<file path="src/rtl/nbit_demux_pkg.sv">
// Shared constants and types for the two-channel demux router.
package nbit_demux_pkg;

  localparam logic SEL_A = 1'b0;
  localparam logic SEL_B = 1'b1;

  typedef enum logic {
    EMPTY = 1'b0,
    FULL  = 1'b1
  } slot_state_e;

endpackage

</file>
<file path="src/rtl/demux_out_slot.sv">
// One-entry output slot: holds a routed word until its consumer takes it,
// and keeps a saturating count of words delivered.
//   state | meaning
//   EMPTY | no word held, x_valid low
//   FULL  | word held on x_data, x_valid high until x_ready
module demux_out_slot
  import nbit_demux_pkg::*;
#(
  parameter int N  = 4,
  parameter int CW = 8
) (
  input  logic          clk,
  input  logic          rst_n,
  input  logic          load,
  input  logic [N-1:0]  load_data,
  input  logic          x_ready,
  output logic          x_valid,
  output logic [N-1:0]  x_data,
  output logic [CW-1:0] x_count,
  output logic          can_load
);

  localparam logic [CW-1:0] CNT_MAX = '1;

  slot_state_e   state_q, state_d;
  logic [N-1:0]  data_q, data_d;
  logic [CW-1:0] count_q, count_d;
  logic          fire;

  assign fire     = (state_q == FULL) && x_ready;
  assign x_valid  = (state_q == FULL);
  assign x_data   = data_q;
  assign x_count  = count_q;
  // A slot being drained this cycle can take a new word without a bubble.
  assign can_load = (state_q == EMPTY) || x_ready;

  always_comb begin
    state_d = state_q;
    data_d  = data_q;
    count_d = count_q;
    if (load) begin
      state_d = FULL;
      data_d  = load_data;
    end else if (fire) begin
      state_d = EMPTY;
    end
    if (fire && (count_q != CNT_MAX)) begin
      count_d = count_q + 1'b1;
    end
  end

  always_ff @(posedge clk or negedge rst_n) begin
    if (!rst_n) begin
      state_q <= EMPTY;
      data_q  <= '0;
      count_q <= '0;
    end else begin
      state_q <= state_d;
      data_q  <= data_d;
      count_q <= count_d;
    end
  end

endmodule

</file>
<file path="src/rtl/nbit_demux_router.sv">
// Routes each accepted input word to channel A or B according to sel.
// Top level only decodes sel, generates slot loads and muxes in_ready.
module nbit_demux_router
  import nbit_demux_pkg::*;
#(
  parameter int N  = 4,
  parameter int CW = 8
) (
  input  logic          clk,
  input  logic          rst_n,
  input  logic          in_valid,
  output logic          in_ready,
  input  logic [N-1:0]  in_data,
  input  logic          sel,
  output logic          a_valid,
  output logic [N-1:0]  a_data,
  input  logic          a_ready,
  output logic          b_valid,
  output logic [N-1:0]  b_data,
  input  logic          b_ready,
  output logic [CW-1:0] a_count,
  output logic [CW-1:0] b_count
);

  logic a_can_load, b_can_load;
  logic in_fire, load_a, load_b;

  // in_ready is held low while reset is asserted so nothing is accepted.
  assign in_ready = rst_n && ((sel == SEL_B) ? b_can_load : a_can_load);
  assign in_fire  = in_valid && in_ready;
  assign load_a   = in_fire && (sel == SEL_A);
  assign load_b   = in_fire && (sel == SEL_B);

  demux_out_slot #(.N(N), .CW(CW)) u_slot_a (
    .clk       (clk),
    .rst_n     (rst_n),
    .load      (load_a),
    .load_data (in_data),
    .x_ready   (a_ready),
    .x_valid   (a_valid),
    .x_data    (a_data),
    .x_count   (a_count),
    .can_load  (a_can_load)
  );

  demux_out_slot #(.N(N), .CW(CW)) u_slot_b (
    .clk       (clk),
    .rst_n     (rst_n),
    .load      (load_b),
    .load_data (in_data),
    .x_ready   (b_ready),
    .x_valid   (b_valid),
    .x_data    (b_data),
    .x_count   (b_count),
    .can_load  (b_can_load)
  );

endmodule
</file>
<file path="config.mk">
export PLATFORM = sky130hd
export DESIGN_NAME = nbit_demux_router
export DESIGN_NICKNAME = d
export VERILOG_FILES = /design/src/rtl/nbit_demux_pkg.sv /design/src/rtl/demux_out_slot.sv /design/src/rtl/nbit_demux_router.sv
export SDC_FILE = /design/constraint.sdc
export NUM_CORES = 1
export LEC_CHECK = 0
export CAP_MARGIN = 40
export CORE_MARGIN = 2
export CORE_UTILIZATION = 52
export CTS_BUF_LIST = sky130_fd_sc_hd__clkbuf_4 sky130_fd_sc_hd__clkbuf_8
export CTS_CLUSTER_SIZE = 25
export DETAILED_ROUTE_END_ITERATION = 7
export GPL_TIMING_DRIVEN = 0
export PLACE_DENSITY = 0.89
export SETUP_SLACK_MARGIN = 0.1
export SLEW_MARGIN = 40
export SYNTH_ARGS = -nofsm -noshare
export SYNTH_HDL_FRONTEND = slang
export SYNTH_SLANG_ARGS = --single-unit
</file>
<file path="constraint.sdc">
create_clock -name clk -period 3.1 [get_ports clk]
set_clock_uncertainty 0.15 [all_clocks]
set_input_delay 0.465 -clock clk [delete_from_list [all_inputs] [get_ports clk]]
set_output_delay 0.465 -clock clk [all_outputs]
set_load 0.01 [all_outputs]
</file>
After elaboration in Yosys (flattened, before gate mapping)
Index checks and enable logic that the tools add are counted.
{"block": "classes", "add_sub_neg": 2, "eq_ne": 2, "n_mux": 5, "bitwise": 3, "reduce_logical": 12}
{"operator": "adder 8 x 1 -> 8 bit (second input constant)", "n": 2}
{"operator": "!= test 8 bit (second input constant)", "n": 2}
{"operator": "logical AND 1 bit", "n": 8}
{"operator": "two-way mux 1 bit", "n": 5}
{"operator": "nonzero test 2 bit", "n": 2}
{"operator": "inverter 1 bit", "n": 3}
{"operator": "logical OR 1 bit", "n": 2}
{"block": "totals", "ff_bits": 26, "in_bits": 10, "output_inout_bits": 27, "elab_cells": 30}

Longest topological paths before layout
Gate-level depths: netlist (run 1).
{"block": "logic_depth", "word_depth": 7, "ltp_mapped": 4, "ltp_nobuf": 4}

Modules after synthesis
From an unflattened synthesis (run 1), not the netlist that was laid out.
{"block": "unflattened", "hier_cells": 100, "area_unflattened_um2": 1221.2}
{"module": "demux_out_slot", "instances": 2, "cells_per_inst": 47, "area_per_inst_um2": 590.6}
{"module": "nbit_demux_router", "instances": 1, "cells_per_inst": 6, "area_per_inst_um2": 40.0}

Worst setup path before layout (run 1)
No wires, ideal clock.
{"block": "synth_timing", "path_type": "reg-to-reg", "startpoint": "reg u_slot_b.count_q[0], in the netlist u_slot_b.x_count[0]", "endpoint": "reg u_slot_b.count_q[6], in the netlist u_slot_b.x_count[6]", "setup_time_ps": 125, "arrival_time_ps": 1425, "required_ps": 2825, "slack_ps": 1400, "path_stages_with_launch": 5, "path_buffers": 0, "synth_period_minus_slack_ps": 1700, "path_cell_list": "dfrtp_1 ha_1 nand3_1 nor3_1 mux2_2"}
{"block": "synth_via", "elab_chain_cells": 2, "word_cells_on_any_way": 3}
{"element": "start: declaration", "line_no": "demux_out_slot.sv:27", "source": "logic [CW-1:0] count_q, count_d;"}
{"element": "start signal: assignment", "line_no": "demux_out_slot.sv:60", "source": "count_q <= count_d;"}
{"element": "parallel branches: the longest is 2 deep, another holds adder 8 x 1 -> 8 bit"}
Parallel ways; which one is timed is not known.
A chain may end at the register's enable or synchronous reset.

Worst setup path in the final report (run 1)
{"block": "layout_timing", "startpoint": "in b_ready", "endpoint": "out in_ready"}
{"block": "layout_via", "elab_chain_cells": 3}
{"element": "start: declaration", "line_no": "nbit_demux_router.sv:20", "source": "input logic b_ready,"}
{"element": "logical OR 1 bit", "line_no": "demux_out_slot.sv:35", "source": "assign can_load = (state_q == EMPTY) || x_ready;"}
{"element": "two-way mux 1 bit", "line_no": "nbit_demux_router.sv:29", "source": "assign in_ready = rst_n && ((sel == SEL_B) ? b_can_load : a_can_load);"}
{"element": "logical AND 1 bit", "line_no": "nbit_demux_router.sv:29"}
{"element": "end: declaration", "line_no": "nbit_demux_router.sv:12", "source": "output logic in_ready,"}
Every way passes these cells.

==> results of run 1 <==
routing by layer:
layer,vias up,routed length (um)
met5,-,0
met4,0,42
met3,4,135
met2,28,1270
met1,450,1000
li1,447,-
synthesized netlist by cell type:
cell        n  area (um2)
a21oi_1     1        5.00
nor3_1      2        10.0
o21a_1      1        7.51
mux2_1      1        11.3
nand3b_1    1        7.51
and4_4      1        11.3
a211o_2     1        10.0
o21ai_0     1        5.00
a41o_1      1        10.0
dfrtp_1    26         651
nand4_4     1        21.3
nand2_1     8        30.0
nand4_1     3        18.8
mux2_2     14         158
nand2b_1    5        31.3
xor2_1      1        8.76
nand3_1     7        35.0
xnor2_1     4        35.0
and3_1      1        6.26
a211oi_1    1        7.51
nor3b_4     1        18.8
mux2i_1     2        20.0
o211ai_1    2        15.0
a41oi_1     1        8.76
o211a_1     1        10.0
and4_1      1        8.76
ha_1        2        25.0
a2111oi_4   1        27.5
and2b_1     1        7.51
nor2_1      5        18.8
inv_1       2        7.51
critical path: cells and delay by family:
kind / cells / cell delay (ns)
compound gates: 1 / 0.16
buf+inv: 2 / 1.13
simple gates: 1 / 0.14
report_power, final:
| part | internal [W] | switching (W) |
|---|---|---|
| sequential | 0.000429 | 0.000103 |
| clock | 0.0000455 | 0.0000933 |
| combinational | 0.000251 | 0.000178 |
worst max path at each step:
| stage | from | endpoint | slack, ns | depth (start not counted) |
|---|---|---|---|---|
| detailed placement | b_ready | in_ready | 0.58 | 4 |
| floorplan | u_slot_b.x_count[0] | u_slot_b.x_count[6] | 1.40 | 4 |
| finish | b_ready | in_ready | 0.59 | 4 |
| CTS | b_ready | in_ready | 0.57 | 4 |
| global placement | rst_n | in_ready | -0.14 | 3 |
| global route | b_ready | in_ready | 0.52 | 4 |
sequential cells by signal, indices dropped and copies added, names as in the netlist:
register,flops
u_slot_b.x_valid,1
u_slot_b.x_count,8
u_slot_a.x_count,8
u_slot_a.x_data,4
u_slot_b.x_data,4
u_slot_a.x_valid,1
final cells by class:
type / instances / share of cell area, %
Sequential cell: 26 / 39.2
Multi-Input combinational cell: 72 / 35.5
Timing Repair Buffer: 36 / 21.4
Tap cell: 28 / 2.11
Clock buffer: 3 / 1.36
Inverter: 2 / 0.452
metrics by stage:
step | util, % | area [um2]
after global routing | 74.3 | 1660
after global placement | 73.6 | 1640
after floorplan | - | 1250
final | 74.3 | 1660
after detailed placement | 73.3 | 1640
after CTS | 74.3 | 1660
logic make-up after synthesis:
logic type | synth area share (%)
AO/OA/AOI/OAI | 8.53
flip-flops | 52.2
adder cells (fa/ha/maj) | 2.01
buffers and inverters | 0.602
multiplexers | 15.1
AND/OR/NAND/NOR | 18.1
XOR/XNOR | 3.51
==> out/qor.csv, run 1 <==
metric,value,unit
vias,929,
WP data arrival,1.90,ns
DRC violation count after routing,0,
MaxCap Viol Count,0,
"commonest non-fill, non-tap cell in the layout",clkdlybuf4s50_1,
met3 GRT Util,3.67,%
power density cells,663,nW/um2
Routed WL per cell,14.7,um
footprint of the multi-input gates,589,um2
antenna violations before repair,0,
Layout Cells excl Fill,167,
mean post-synth cell area,12.5,um2
Synthesized Nets,112,
Tmin final,2.51,ns
reg2reg end,u_slot_b.x_count[6],
Die Wd,53.0,um
TritonRoute pass-1 iters,4,
max incr delay on CP,0.58,ns
DP HPWL,1840,um
Clock Sinks,26,
Pwr Total,0.00110,W
Yosys reg bits,26,
post-cts sizing count,0,
pre-CTS WS,0.576,ns
Starting Density,55.9,%
vias in the first global route,956,
RSZ-0062 raised after global routing,no,
gr usage total,20.7,%
"Distinct cells, synth",31,
vias per cell,5.56,
Hold Slack,-0.0177,ns
worst path required time,2.48,ns
Worst-Margin Slew,0.594,ns
CTS Buffer Depth,2,
sequential element share of the synthesized area,52.2,%
hold buffer count at cts,0,
post-route setup TNS,0,ns
cell area after synthesis,1250,um2
Ys Warns,0,
failing checks,hold timing,
Worst slew margin,60.4,%
Antenna Nets Post-Route,0,
fillers,164,
Crit Path Category,in -> out,
FP Rows,17,
global-route wire length before repair,4180,um
met2 Resource Use GR,36.3,%
slack of the critical path,0.589,ns
largest net degree at the start of global routing,30,
Cells after DPL,164,
layout cell share with drive strength beyond 1,16.5,%
P_leak,0.678,nW
Die ar.,2810,um2
Port-buffer cells,36,
cells after synthesis,100,
CTS buffer count,3,
Iteration-0 DRC Markers,8,
worst r2r src,u_slot_b.x_count[0],
run status,"complete, but fails checks",
Most common cell on crit path,clkdlybuf4s50_1,
sequential standard cell area,651,um2
TritonCTS clock tree,yes,
core area,2230,um2
Post-CTS Setup Inserts,0,
die height,53.0,um
IO Pins,37,
"Reg clk slew, reported paths",0.13,ns
Final period util,81.0,%
Slew Limit Fails,0,
max frequency,398,MHz
Area growth syn-to-layout,33.1,%
met1 Use GR,24.0,%
FF-to-FF path depth,4,
reg2reg setup slack,1.26,ns
"wirelength, routed",2450,um
Setup crit end kind,output pin,
most frequent cells in the layout,"35 x clkdlybuf4s50_1, 26 x dfrtp_1, 14 x mux2_2",
CP Launch Type,input pin,
critical path peak fanout,5,
worst path cell trace,"clkdlybuf4s50_1, nand3b_1, o211a_1, clkdlybuf4s50_1",
remaining global-route overflow,0,
layout net count,153,
Hold WC Path Type,in -> async,
htree depth,1,
# setup viols final,0,
layer with the highest usage,met2,
Crit-path slowest cell,clkdlybuf4s50_1,
Worst VDD drop,509,uV
Ant. Diodes,0,
final hold vios,26,
Clock Tree Root,clkbuf_4,
Final GP Congestion,0.812,
"Clk Latency, worst-skew pair",0.31,ns
(Power assumes the default switching activity.)
==> inputs of run 2 (changes only) <==
--- a/config.mk
+++ b/config.mk
@@ -7,12 +7,12 @@
 export LEC_CHECK = 0
 export CAP_MARGIN = 40
 export CORE_MARGIN = 2
-export CORE_UTILIZATION = 52
+export CORE_UTILIZATION = 48
 export CTS_BUF_LIST = sky130_fd_sc_hd__clkbuf_4 sky130_fd_sc_hd__clkbuf_8
 export CTS_CLUSTER_SIZE = 25
 export DETAILED_ROUTE_END_ITERATION = 7
 export GPL_TIMING_DRIVEN = 0
-export PLACE_DENSITY = 0.89
+export PLACE_DENSITY = 0.83
 export SETUP_SLACK_MARGIN = 0.1
 export SLEW_MARGIN = 40
 export SYNTH_ARGS = -nofsm -noshare
==> constraint.sdc (replaced) <==
create_clock -name clk -period 2.6 [get_ports clk]
set_clock_uncertainty 0.15 [all_clocks]
set_input_delay 0.39 -clock clk [delete_from_list [all_inputs] [get_ports clk]]
set_output_delay 0.39 -clock clk [all_outputs]
set_load 0.01 [all_outputs]
==> run 2 against run 1 <==
  * The flow now finishes without violations
  * Cell count increased by 2.4%
  * First-iteration DRC count grew to 2.9 times the previous value
  * Routed wire length grew 3.8%
  * Global-route usage shrank 1.5 points
  * Combinational power rose by 21%
  * Setup slack lost 0.33 ns
  * Register-to-register slack worse by 0.49 ns
  * Design area is 2.0% higher
  * Sequential power up 19%
  * Largest power group unchanged
==> out/qor.csv, run 2 (same netlist as run 1, synthesis figures left out) <==
metric,value,unit,change
remaining global-route overflow,0,,unchanged
layout net count,155,,+1.3%
CTS buffer count,3,,unchanged
IO Pins,37,,unchanged
layout cell share with drive strength beyond 1,17.0,%,+0.47 points
post-cts sizing count,0,,unchanged
Most common cell on crit path,clkdlybuf4s50_1,,
Hold WC Path Type,reg -> reg,,
"Reg clk slew, reported paths",0.13,ns,about the same
Clock Tree Root,clkbuf_4,,
vias,943,,+1.5%
Crit-path slowest cell,clkdlybuf4s50_1,,
Layout Cells excl Fill,171,,+2.4%
CTS Buffer Depth,2,,unchanged
Routed WL per cell,14.9,um,+1.4%
critical path peak fanout,5,,unchanged
P_leak,0.692,nW,+2.0%
Worst-Margin Slew,0.277,ns,-0.317 ns
MaxCap Viol Count,0,,unchanged
hold buffer count at cts,2,,+2
vias per cell,5.51,,-0.87%
worst path required time,2.06,ns,-0.42 ns
Worst slew margin,81.4,%,+21 points
DRC violation count after routing,0,,unchanged
post-route setup TNS,0,ns,unchanged
max incr delay on CP,0.58,ns,about the same
htree depth,1,,unchanged
FF-to-FF path depth,4,,unchanged
final core occ,68.3,%,-6.0 points
most frequent cells in the layout,"35 x clkdlybuf4s50_1, 26 x dfrtp_1, 14 x mux2_2",,
Starting Density,50.4,%,-5.5 points
Final period util,89.9,%,
Area growth syn-to-layout,35.7,%,
DP HPWL,1880,um,+2.1%
max frequency,428,MHz,
final hold vios,0,,-100%
Setup crit end kind,output pin,,
Antenna Nets Post-Route,0,,unchanged
"Clk Latency, worst-skew pair",0.32,ns,about the same
gr usage total,19.1,%,-1.5 points
Worst VDD drop,594,uV,+17%
worst path cell trace,"clkdlybuf4s50_1, nand3b_1, o211a_1, clkdlybuf4s50_1",,
power density cells,781,nW/um2,+18%
run status,"finished, final reports clean",,
Crit path max-delay family,buffers and inverters,,
die height,55.0,um,+3.8%
CP Launch Type,input pin,,
# setup viols final,0,,unchanged
Cells after DPL,166,,+1.2%
Clock Sinks,26,,unchanged
Slew Limit Fails,0,,unchanged
Crit Path Category,in -> out,,
largest net degree at the start of global routing,27,,-10%
Port-buffer cells,36,,unchanged
TritonRoute pass-1 iters,4,,unchanged
Crit path buffers/inverters,2,,unchanged
antenna violations before repair,0,,unchanged
global-route wire length before repair,4040,um,-3.5%
Die ar.,3020,um2,+7.7%
"wirelength, routed",2550,um,+3.8%
Die Wd,55.0,um,+3.8%
TritonCTS clock tree,yes,,
WP data arrival,1.80,ns,-0.10 ns
Post-CTS Setup Inserts,0,,unchanged
"commonest non-fill, non-tap cell in the layout",clkdlybuf4s50_1,,
core area,2480,um2,+11%
Final GP Congestion,0.743,,-8.5%
Ant. Diodes,0,,unchanged
vias in the first global route,902,,-5.6%
WHS Path Cells,1,,
RSZ-0062 raised after global routing,no,,
FP Rows,18,,+1
Iteration-0 DRC Markers,23,,+15
Tmin final,2.34,ns,
Crit path depth,4,,unchanged
[run 2: cell count changes in the layout (fill, tap and decap cells not counted)]
cell / change
buf_12: +1
dlygate4sd3_1: +1
[run 2: layout make-up]
class                      count  area (um2)
multi-input combinational     72         589
tap                           30        37.5
timing repair buffer          38         385
fill                         203         785
clock buffer                   3        22.5
sequential                    26         651
inverter                       2        7.51
[run 2: worst register-to-register path: cells and delay by family (launching register included)]
| family | cells | cell delay [ns] |
|---|---|---|
| adder cells (fa/ha/maj) | 1 | 0.31 |
| flip-flops | 1 | 0.46 |
| multiplexers | 1 | 0.36 |
| AND/OR/NAND/NOR | 2 | 0.45 |
[run 2: layer usage]
metal | routed length, um | vias to the layer above | track usage, %
li1 | - | 454 | -
met1 | 1090 | 451 | 23.9
met3 | 157 | 5 | 5.65
met5 | 0 | - | 0
met4 | 40 | 0 | 7.32
met2 | 1260 | 33 | 31.2
[run 2: path summary, 6_finish.rpt]
kind / endpoint / from / slack (ns)
worst max register to register: u_slot_b.x_count[6] / u_slot_b.x_count[0] / 0.77
worst min-delay path: u_slot_b.x_data[2] / u_slot_b.x_data[2] / 0.38
worst max-delay path: in_ready / b_ready / 0.26
min in group asynchronous: u_slot_b.x_count[6] / rst_n / 0.45
max in group asynchronous: u_slot_a.x_count[1] / rst_n / 1.71
worst min register to register: u_slot_b.x_data[2] / u_slot_b.x_data[2] / 0.38
[run 2: metrics by stage]
step / hold slack [ns] / cell area (um2) / setup WS, ns / total power (W)
2_1_floorplan: -0.0556 / 1250 / 0.900 / 0.000860
3_3_place_gp: 0.340 / 1650 / -0.514 / 0.00113
3_5_place_dp: 0.292 / 1640 / 0.261 / 0.00116
4_1_cts: 0.382 / 1690 / 0.247 / 0.00134
5_1_grt: 0.407 / 1690 / 0.192 / 0.00141
6_report: 0.376 / 1690 / 0.262 / 0.00132
[run 2: power by group]
part / internal [W] / switching (W) / total (W)
Combinational: 0.000302 / 0.000215 / 0.000517
Clock: 0.0000544 / 0.000117 / 0.000171
Sequential: 0.000512 / 0.000122 / 0.000634
==> inputs of run 3 (changes only) <==
--- a/config.mk
+++ b/config.mk
@@ -14,7 +14,7 @@
 export GPL_TIMING_DRIVEN = 0
 export PLACE_DENSITY = 0.83
 export SETUP_SLACK_MARGIN = 0.1
-export SLEW_MARGIN = 40
+export SLEW_MARGIN = 20
 export SYNTH_ARGS = -nofsm -noshare
 export SYNTH_HDL_FRONTEND = slang
 export SYNTH_SLANG_ARGS = --single-unit
==> results of run 3 <==
The final DEF is identical to that of run 2; final timing and power are the same.
